`src/rtl/arm_mem_pkg.sv`:
```
// Shared memory-subsystem definitions: arbiter state encoding, counter width,
// default bus widths and the starvation-counter increment helper.
package arm_mem_pkg;

  localparam int ARB_CNT_W  = 32;
  localparam int MEM_ADDR_W = 32;
  localparam int MEM_DATA_W = 32;
  localparam int STARVE_W   = 4;

  typedef enum logic [1:0] {
    IDLE    = 2'd0,
    GRANT_I = 2'd1,
    GRANT_D = 2'd2
  } arb_state_e;

  // Saturating increment; the count never passes the configured limit.
  function automatic logic [STARVE_W-1:0] starve_inc(input logic [STARVE_W-1:0] cnt,
                                                     input logic [STARVE_W-1:0] limit);
    return (cnt >= limit) ? limit : cnt + 1'b1;
  endfunction

endpackage

```
`src/rtl/sat_counter.sv`:
```
// Saturating up-counter with asynchronous active-low clear.
// Holds at all-ones once reached; only reset returns it to zero.
module sat_counter #(
  parameter int W = 32
) (
  input  logic         clk,
  input  logic         rst_n,
  input  logic         inc_i,
  output logic [W-1:0] count_o
);

  logic [W-1:0] count_q, count_d;

  always_comb begin
    count_d = count_q;
    if (inc_i && (count_q != {W{1'b1}})) begin
      count_d = count_q + 1'b1;
    end
  end

  always_ff @(posedge clk or negedge rst_n) begin
    if (!rst_n) begin
      count_q <= '0;
    end else begin
      count_q <= count_d;
    end
  end

  assign count_o = count_q;

endmodule

```
`src/rtl/sram_port_arbiter.sv`:
```
// Fetch/data arbiter in front of the single SRAM controller port; data wins unless
// fetch has lost STARVE_LIMIT contested rounds. SRAM_ARB_STATS_EN enables the counters.
module sram_port_arbiter
  import arm_mem_pkg::*;
#(
  parameter int ADDR_W       = MEM_ADDR_W,
  parameter int DATA_W       = MEM_DATA_W,
  parameter int STARVE_LIMIT = 4
) (
  input  logic                 clk,
  input  logic                 rst,
  input  logic                 i_read,
  input  logic [ADDR_W-1:0]    i_address,
  output logic [DATA_W-1:0]    i_rdata,
  output logic                 i_ready,
  input  logic                 d_read,
  input  logic                 d_write,
  input  logic [ADDR_W-1:0]    d_address,
  input  logic [DATA_W-1:0]    d_wdata,
  output logic [DATA_W-1:0]    d_rdata,
  output logic                 d_ready,
  output logic                 sram_read,
  output logic                 sram_write,
  output logic [ADDR_W-1:0]    sram_address,
  output logic [DATA_W-1:0]    sram_wdata,
  input  logic [DATA_W-1:0]    sram_rdata,
  input  logic                 sram_ready,
  output logic [ARB_CNT_W-1:0] stat_i_grants,
  output logic [ARB_CNT_W-1:0] stat_d_grants,
  output logic [ARB_CNT_W-1:0] stat_conflicts
);

  localparam logic [STARVE_W-1:0] LIMIT = STARVE_W'(STARVE_LIMIT);

  arb_state_e          state_q, state_d;
  logic                sram_read_q, sram_read_d;
  logic                sram_write_q, sram_write_d;
  logic [ADDR_W-1:0]   addr_q, addr_d;
  logic [DATA_W-1:0]   wdata_q, wdata_d;
  logic [STARVE_W-1:0] starve_q, starve_d;

  logic i_req, d_req, idle, grant_i, grant_d;

  assign i_req   = i_read;
  assign d_req   = d_read | d_write;
  assign idle    = (state_q == IDLE);
  assign grant_d = idle & d_req & ~(i_req & (starve_q == LIMIT));
  assign grant_i = idle & i_req & ~grant_d;

  always_comb begin
    state_d      = state_q;
    sram_read_d  = sram_read_q;
    sram_write_d = sram_write_q;
    addr_d       = addr_q;
    wdata_d      = wdata_q;
    starve_d     = starve_q;
    case (state_q)
      IDLE: begin
        if (grant_d) begin
          state_d      = GRANT_D;
          // A simultaneous read+write is resolved as a write.
          sram_write_d = d_write;
          sram_read_d  = ~d_write;
          addr_d       = d_address;
          wdata_d      = d_wdata;
          if (i_req) begin
            starve_d = starve_inc(starve_q, LIMIT);
          end
        end else if (grant_i) begin
          state_d      = GRANT_I;
          sram_read_d  = 1'b1;
          sram_write_d = 1'b0;
          addr_d       = i_address;
          starve_d     = '0;
        end
      end
      GRANT_I, GRANT_D: begin
        if (sram_ready) begin
          state_d      = IDLE;
          sram_read_d  = 1'b0;
          sram_write_d = 1'b0;
        end
      end
      default: begin
        state_d      = IDLE;
        sram_read_d  = 1'b0;
        sram_write_d = 1'b0;
      end
    endcase
  end

  always_ff @(posedge clk or negedge rst) begin
    if (!rst) begin
      state_q      <= IDLE;
      sram_read_q  <= 1'b0;
      sram_write_q <= 1'b0;
      addr_q       <= '0;
      wdata_q      <= '0;
      starve_q     <= '0;
    end else begin
      state_q      <= state_d;
      sram_read_q  <= sram_read_d;
      sram_write_q <= sram_write_d;
      addr_q       <= addr_d;
      wdata_q      <= wdata_d;
      starve_q     <= starve_d;
    end
  end

  assign sram_read    = sram_read_q;
  assign sram_write   = sram_write_q;
  assign sram_address = addr_q;
  assign sram_wdata   = wdata_q;

  // Completion is returned in the same cycle the controller reports it.
  assign i_ready = (state_q == GRANT_I) & sram_ready;
  assign d_ready = (state_q == GRANT_D) & sram_ready;
  assign i_rdata = sram_rdata;
  assign d_rdata = sram_rdata;

`ifdef SRAM_ARB_STATS_EN
  logic contested;
  assign contested = idle & i_req & d_req;

  sat_counter #(.W(ARB_CNT_W)) u_stat_i (
    .clk(clk), .rst_n(rst), .inc_i(grant_i), .count_o(stat_i_grants)
  );
  sat_counter #(.W(ARB_CNT_W)) u_stat_d (
    .clk(clk), .rst_n(rst), .inc_i(grant_d), .count_o(stat_d_grants)
  );
  sat_counter #(.W(ARB_CNT_W)) u_stat_c (
    .clk(clk), .rst_n(rst), .inc_i(contested), .count_o(stat_conflicts)
  );
`else
  assign stat_i_grants  = '0;
  assign stat_d_grants  = '0;
  assign stat_conflicts = '0;
`endif

endmodule

```
`config.mk`:
```
export PLATFORM = sky130hd
export DESIGN_NAME = sram_port_arbiter
export DESIGN_NICKNAME = d
export VERILOG_FILES = /design/src/rtl/arm_mem_pkg.sv /design/src/rtl/sat_counter.sv /design/src/rtl/sram_port_arbiter.sv
export SDC_FILE = /design/constraint.sdc
export NUM_CORES = 1
export LEC_CHECK = 0
export BUFFER_PORTS_ARGS = -buffer_cell sky130_fd_sc_hd__buf_2
export CORE_ASPECT_RATIO = 0.7
export CORE_MARGIN = 4
export CORE_UTILIZATION = 28
export DETAILED_ROUTE_END_ITERATION = 8
export PLACE_DENSITY = 0.59
export SLEW_MARGIN = 25
export SYNTH_ARGS = -nofsm -noshare
export SYNTH_HDL_FRONTEND = slang
export SYNTH_SLANG_ARGS = --single-unit
```
`constraint.sdc`:
```
create_clock -name clk -period 4.21 [get_ports clk]
set_clock_uncertainty 0.1 [all_clocks]
set_input_delay 0.6315 -clock clk [delete_from_list [all_inputs] [get_ports clk]]
set_output_delay 0.6315 -clock clk [all_outputs]
set_load 0.01 [all_outputs]
```
Word level (Yosys, flattened, before mapping)
Index checks and enable logic that the tools add are counted.
{"block": "word_totals", "elab_cells": 49, "input_bits": 134, "output_inout_bits": 228, "ff_bits": 72}
{"block": "classes", "n_eq_ne": 6, "n_mux": 17, "n_bitwise": 11, "n_addsub": 1, "reduce_logical": 7, "order_cmp": 1}
{"op": "2-to-1 mux 32 bit", "n": 2}
{"op": "2-to-1 mux 4 bit", "n": 4}
{"op": "AND 1 bit", "n": 7}
{"op": "2-to-1 mux 2 bit", "n": 3}
{"op": "AND reduction 2 bit", "n": 3}
{"op": "2-to-1 mux 1 bit", "n": 5}
{"op": "adder 4 x 1 -> 4 bit, second input constant", "n": 1}
{"op": "== test 4 x 3 -> 1 bit, second input constant", "n": 1}
{"op": "greater-or-equal comparator 4 x 3 -> 1 bit, second input constant", "n": 1}
{"op": "inequality test 2 bit, second input constant", "n": 2}
{"op": "case mux 1 bit (2 select lines)", "n": 2}
{"op": "case mux 2 bit (2 select lines)", "n": 1}
{"op": "inequality test 3 x 1 -> 1 bit, second input constant", "n": 1}
{"op": "inverter 1 bit", "n": 3}
{"op": "AND reduction 3 bit", "n": 1}
{"op": "== test 2 x 1 -> 1 bit, second input constant", "n": 1}
{"op": "== test 2 bit, second input constant", "n": 1}
{"op": "logical NOT 2 bit", "n": 1}
{"op": "nonzero test 2 bit", "n": 1}
{"op": "OR reduction 2 bit", "n": 1}
{"op": "bitwise OR 1 bit", "n": 1}

Longest topological paths before layout
{"block": "depth", "word_depth": 9, "depth_mapped": 7, "ltp_nobuf": 5}

Worst setup path after synthesis
OpenSTA, ideal clock, no wires.
{"block": "synth_path", "kind": "in2reg", "start": "in i_read", "end": "reg wdata_q[10], in the netlist sram_wdata[10]", "setup_slack_ns": 2.256, "arrival_time_ns": 1.729, "n_path_buf": 3, "setup_time_ns": 0.125, "required_ns": 3.985, "cell_stages": 6, "cell_sequence": "buf_6 -> and4b_1 -> buf_6 -> nor2_8 -> buf_12 -> mux2_4"}
{"block": "synth_via", "elab_chain_len": 4}
{"item": "start, declared", "line_no": "sram_port_arbiter.sv:12", "source": "input logic i_read,"}
{"item": "AND 1 bit", "line_no": "sram_port_arbiter.sv:47", "source": "assign grant_d = idle & d_req & ~(i_req & (starve_q == LIMIT));"}
{"item": "inverter 1 bit", "line_no": "sram_port_arbiter.sv:47"}
{"item": "AND 1 bit", "line_no": "sram_port_arbiter.sv:47"}
{"item": "AND reduction 2 bit (no source line)"}
{"item": "end signal, assigned", "line_no": "sram_port_arbiter.sv:105", "source": "wdata_q <= wdata_d;"}
{"item": "end, declared", "line_no": "sram_port_arbiter.sv:39", "source": "logic [DATA_W-1:0] wdata_q, wdata_d;"}
Every way passes these cells.
A chain may end at the register's enable or synchronous reset.

Worst setup path after layout
{"block": "layout_path", "start": "reg state_q[0]", "end": "reg addr_q[21], in the netlist sram_address[21]"}
{"block": "layout_via", "elab_chain_len": 7, "word_cells_on_any_way": 9, "cone_classes": "mux (1); bitwise (5); reduce/logical (3)"}
{"item": "start, declared", "line_no": "sram_port_arbiter.sv:35", "source": "arb_state_e state_q, state_d;"}
{"item": "start signal, assigned", "line_no": "sram_port_arbiter.sv:101", "source": "state_q <= state_d;"}
{"item": "logical NOT 2 bit (*)", "line_no": "sram_port_arbiter.sv:46, sram_port_arbiter.sv:57"}
{"item": "AND 1 bit (2 in series)", "line_no": "sram_port_arbiter.sv:47"}
{"item": "inverter 1 bit", "line_no": "sram_port_arbiter.sv:48", "source": "assign grant_i = idle & i_req & ~grant_d;"}
{"item": "AND 1 bit", "line_no": "sram_port_arbiter.sv:48"}
{"item": "nonzero test 2 bit (no source line)"}
{"item": "AND reduction 2 bit (no source line)"}
{"item": "end signal, assigned", "line_no": "sram_port_arbiter.sv:104", "source": "addr_q <= addr_d;"}
{"item": "end, declared", "line_no": "sram_port_arbiter.sv:38", "source": "logic [ADDR_W-1:0] addr_q, addr_d;"}
Every way passes the cells marked *; elsewhere a longest branch is shown, timed or not.

==> results.toml <==
[detailed_routing]
drc = 0
routedWlPerCell_um = 16.6
detail_route.iter0.violations = 173
vias_per_cell = 4.35
drtPass1Iterations = 4
finalWirelength_um = 12500
ant_nets = 0
vias = 3265

[global_route]
antenna_found_initial = 0
grt_overflow = 0
grt_pass1_vias = 3111
grt_pass1_wl_um = 17900
grt_start_max_net_pins = 73
globalRouteTotalUtil = 0.124

[finish]
diodes = 0
nFillCells = 1732
fin_nets = 660
final_cells = 751
syn_to_final_growth_pct = 9.60
drive_gt1_frac = 0.435

[place]
pre_cts_slack_ns = 1.81
io_buffers = 169
routabilityCongestion = 0.691
dp_cells = 735
hpwl_um = 8690

[timing]
drv_slew = 0
worst_slack_ns = 1.89
finalCritPeriodShare = 0.551
slew_headroom = 0.456
hold_viol = 0
tightest_slew_ns = 0.815
fin_crit_ns = 2.32
rsz0062_at_grt = "false"
fmax_mhz = 431
timing.setup.tns_ns = 0
finalSetupViolations = 0

[clock_tree]
clkTransAtPathRegs_ns = 0.07
cts_setup_buffers = 0
worst_skew_pair.late_latency_ns = 0.34
postCtsResizedCells = 0
cts-root-buf = "clkbuf_16"
cts_tree = "built"
numCtsBuffers = 9
postCtsHoldBufs = 0
cts.sinks = 72
clk_path_buf_depth = 2
h-tree-depth = 3

[setup_path]
cp_max_fo = 37
crit_arrival_ns = 2.47
reg2reg_to = "sram_address[21]"
path_delay_family = "compound AO/OA/AOI/OAI gates"
reg2reg_depth = 5
crit_required_ns = 4.36
worst-setup-path-type = "flip-flop to flip-flop"
crit_chain = "inv_1 -> ha_2 -> buf_4 -> o21a_2 -> a2bb2oi_1"
crit_buf_inv = 2
crit_end = "sram_address[21]"
critPathLaunch = "state_q[0]"
r2r-start = "state_q[0]"
ff2ff_setup_slack_ns = 1.89
cp-end-kind = "flip-flop"
cp-start-kind = "flip-flop"
slowest_delay_ns = 0.77
crit_slowest_cell = "o21a_2"
critical_path_depth = 5

[power]
p_leak_nw = 2.54
max-vdd-ir-drop_uv = 437
power_density_nw_per_um2 = 762

[yosys]
synthFlopType = "dfrtp_1"
avgSynthCellArea_um2 = 11.0
synth-async-reset-ratio = 1.00
ys_types = 34
synth_commonest_cells = "160 x buf_4, 72 x dfrtp_1, 32 x a2bb2oi_1, 32 x a41oi_1, 29 x o21ai_0"
synth_area_leaders = "dfrtp_1 38%, buf_4 26%, mux2_4 8.6%"
synth_edf_count = 0
synth-warning-count = 0
synth_area_leader_cell = "dfrtp_1"
synthCells = 428
syn_area_um2 = 4690
synth.ff_latch_count = 72
netlist.area_leader.share = 0.384
synth_most_common_cell = "buf_4"
yosysSeqAreaShare = 0.384

[floorplanning]
start_util = 0.286
die_h_um = 116
dieArea_um2 = 18900
coreArea_um2 = 16400
rows = 39
pin_count = 362
fp.dieW_um = 163

[outcome]
status = "complete, no violations"

[min_path]
hp-class = "primary input to async pin"

[run]
cap_violations = 0
## cells by family after synthesis
kind of cell	Yosys count	share of synthesized area
AOI/OAI and AO/OA	111	0.181
adders and majority gates	5	0.0133
buffers and inverters	194	0.300
DFF	72	0.384
muxes	33	0.101
other	1	0.000799
and+or+nand+nor	12	0.0197
## cells in the final DEF (no fill, tap or decap), drive strengths merged
cell type,netlist,layout
a32o,2,2
a22o,2,2
nand4b,1,1
inv,6,11
mux2,33,33
clkinv,0,2
and4b,1,1
nand2b,1,1
a41oi,32,32
dfrtp,72,72
ha,5,5
o21ai,35,35
nand2,1,1
and2,3,3
nor2b,1,1
buf,174,175
a2bb2oi,32,32
a21oi,4,4
nor4,1,1
o21a,1,1
o22a,1,1
nor2,1,1
or3,1,1
conb,1,96
clkbuf,14,9
or2,1,1
o31ai,2,2
## final cells by class
class | count | area [um2] | share of cell area
clock buffer | 9 | 225 | 0.0438
tap | 225 | 282 | 0.0548
inverter | 6 | 22.5 | 0.00438
sequential | 72 | 1800 | 0.350
multi-input combinational | 257 | 1840 | 0.358
timing repair buffer | 175 | 897 | 0.174
clock inverter | 7 | 71.3 | 0.0139
## where the power goes
part	leakage, nW	switching [mW]	internal [mW]
Sequential	0.837	0.189	1.04
Clock	0.146	0.349	0.418
Combinational	1.56	0.992	0.926
## registers in the layout, summed over array words and instances (netlist names)
signal and count:
sram_address 32, sram_wdata 32, starve_q 4, state_q 2
sram_read 1, sram_write 1
## layer usage
layer / vias up / share of wire / track usage
met4: 0 / 0.026 / 0.0458
li1: 1454 / - / -
met5: - / 0 / 0
met2: 190 / 0.44 / 0.172
met3: 40 / 0.096 / 0.0508
met1: 1581 / 0.44 / 0.173
## stage by stage
step | power, mW | utilization | hold slack (ns) | instance area (um2)
floorplan | 2.68 | - | 0.236 | 5050
global placement | 3.16 | 0.295 | 0.387 | 4840
detailed placement | 3.17 | 0.295 | 0.388 | 4840
CTS | 3.98 | 0.313 | 0.370 | 5140
global route | 4.20 | 0.314 | 0.259 | 5140
finish | 3.92 | 0.314 | 0.208 | 5140
## how the worst min path moves through the flow
stage               slack, ns      startpoint  cells past startpoint              end
detailed placement       0.39  sram_wdata[18]                      1   sram_wdata[18]
CTS                      0.37             rst                      1   sram_wdata[26]
global placement         0.39   sram_wdata[9]                      1    sram_wdata[9]
finish                   0.21             rst                      1   sram_wdata[26]
floorplan                0.24             rst                      0  sram_address[0]
global route             0.26             rst                      1    sram_wdata[7]
(Power assumes the default switching activity.)
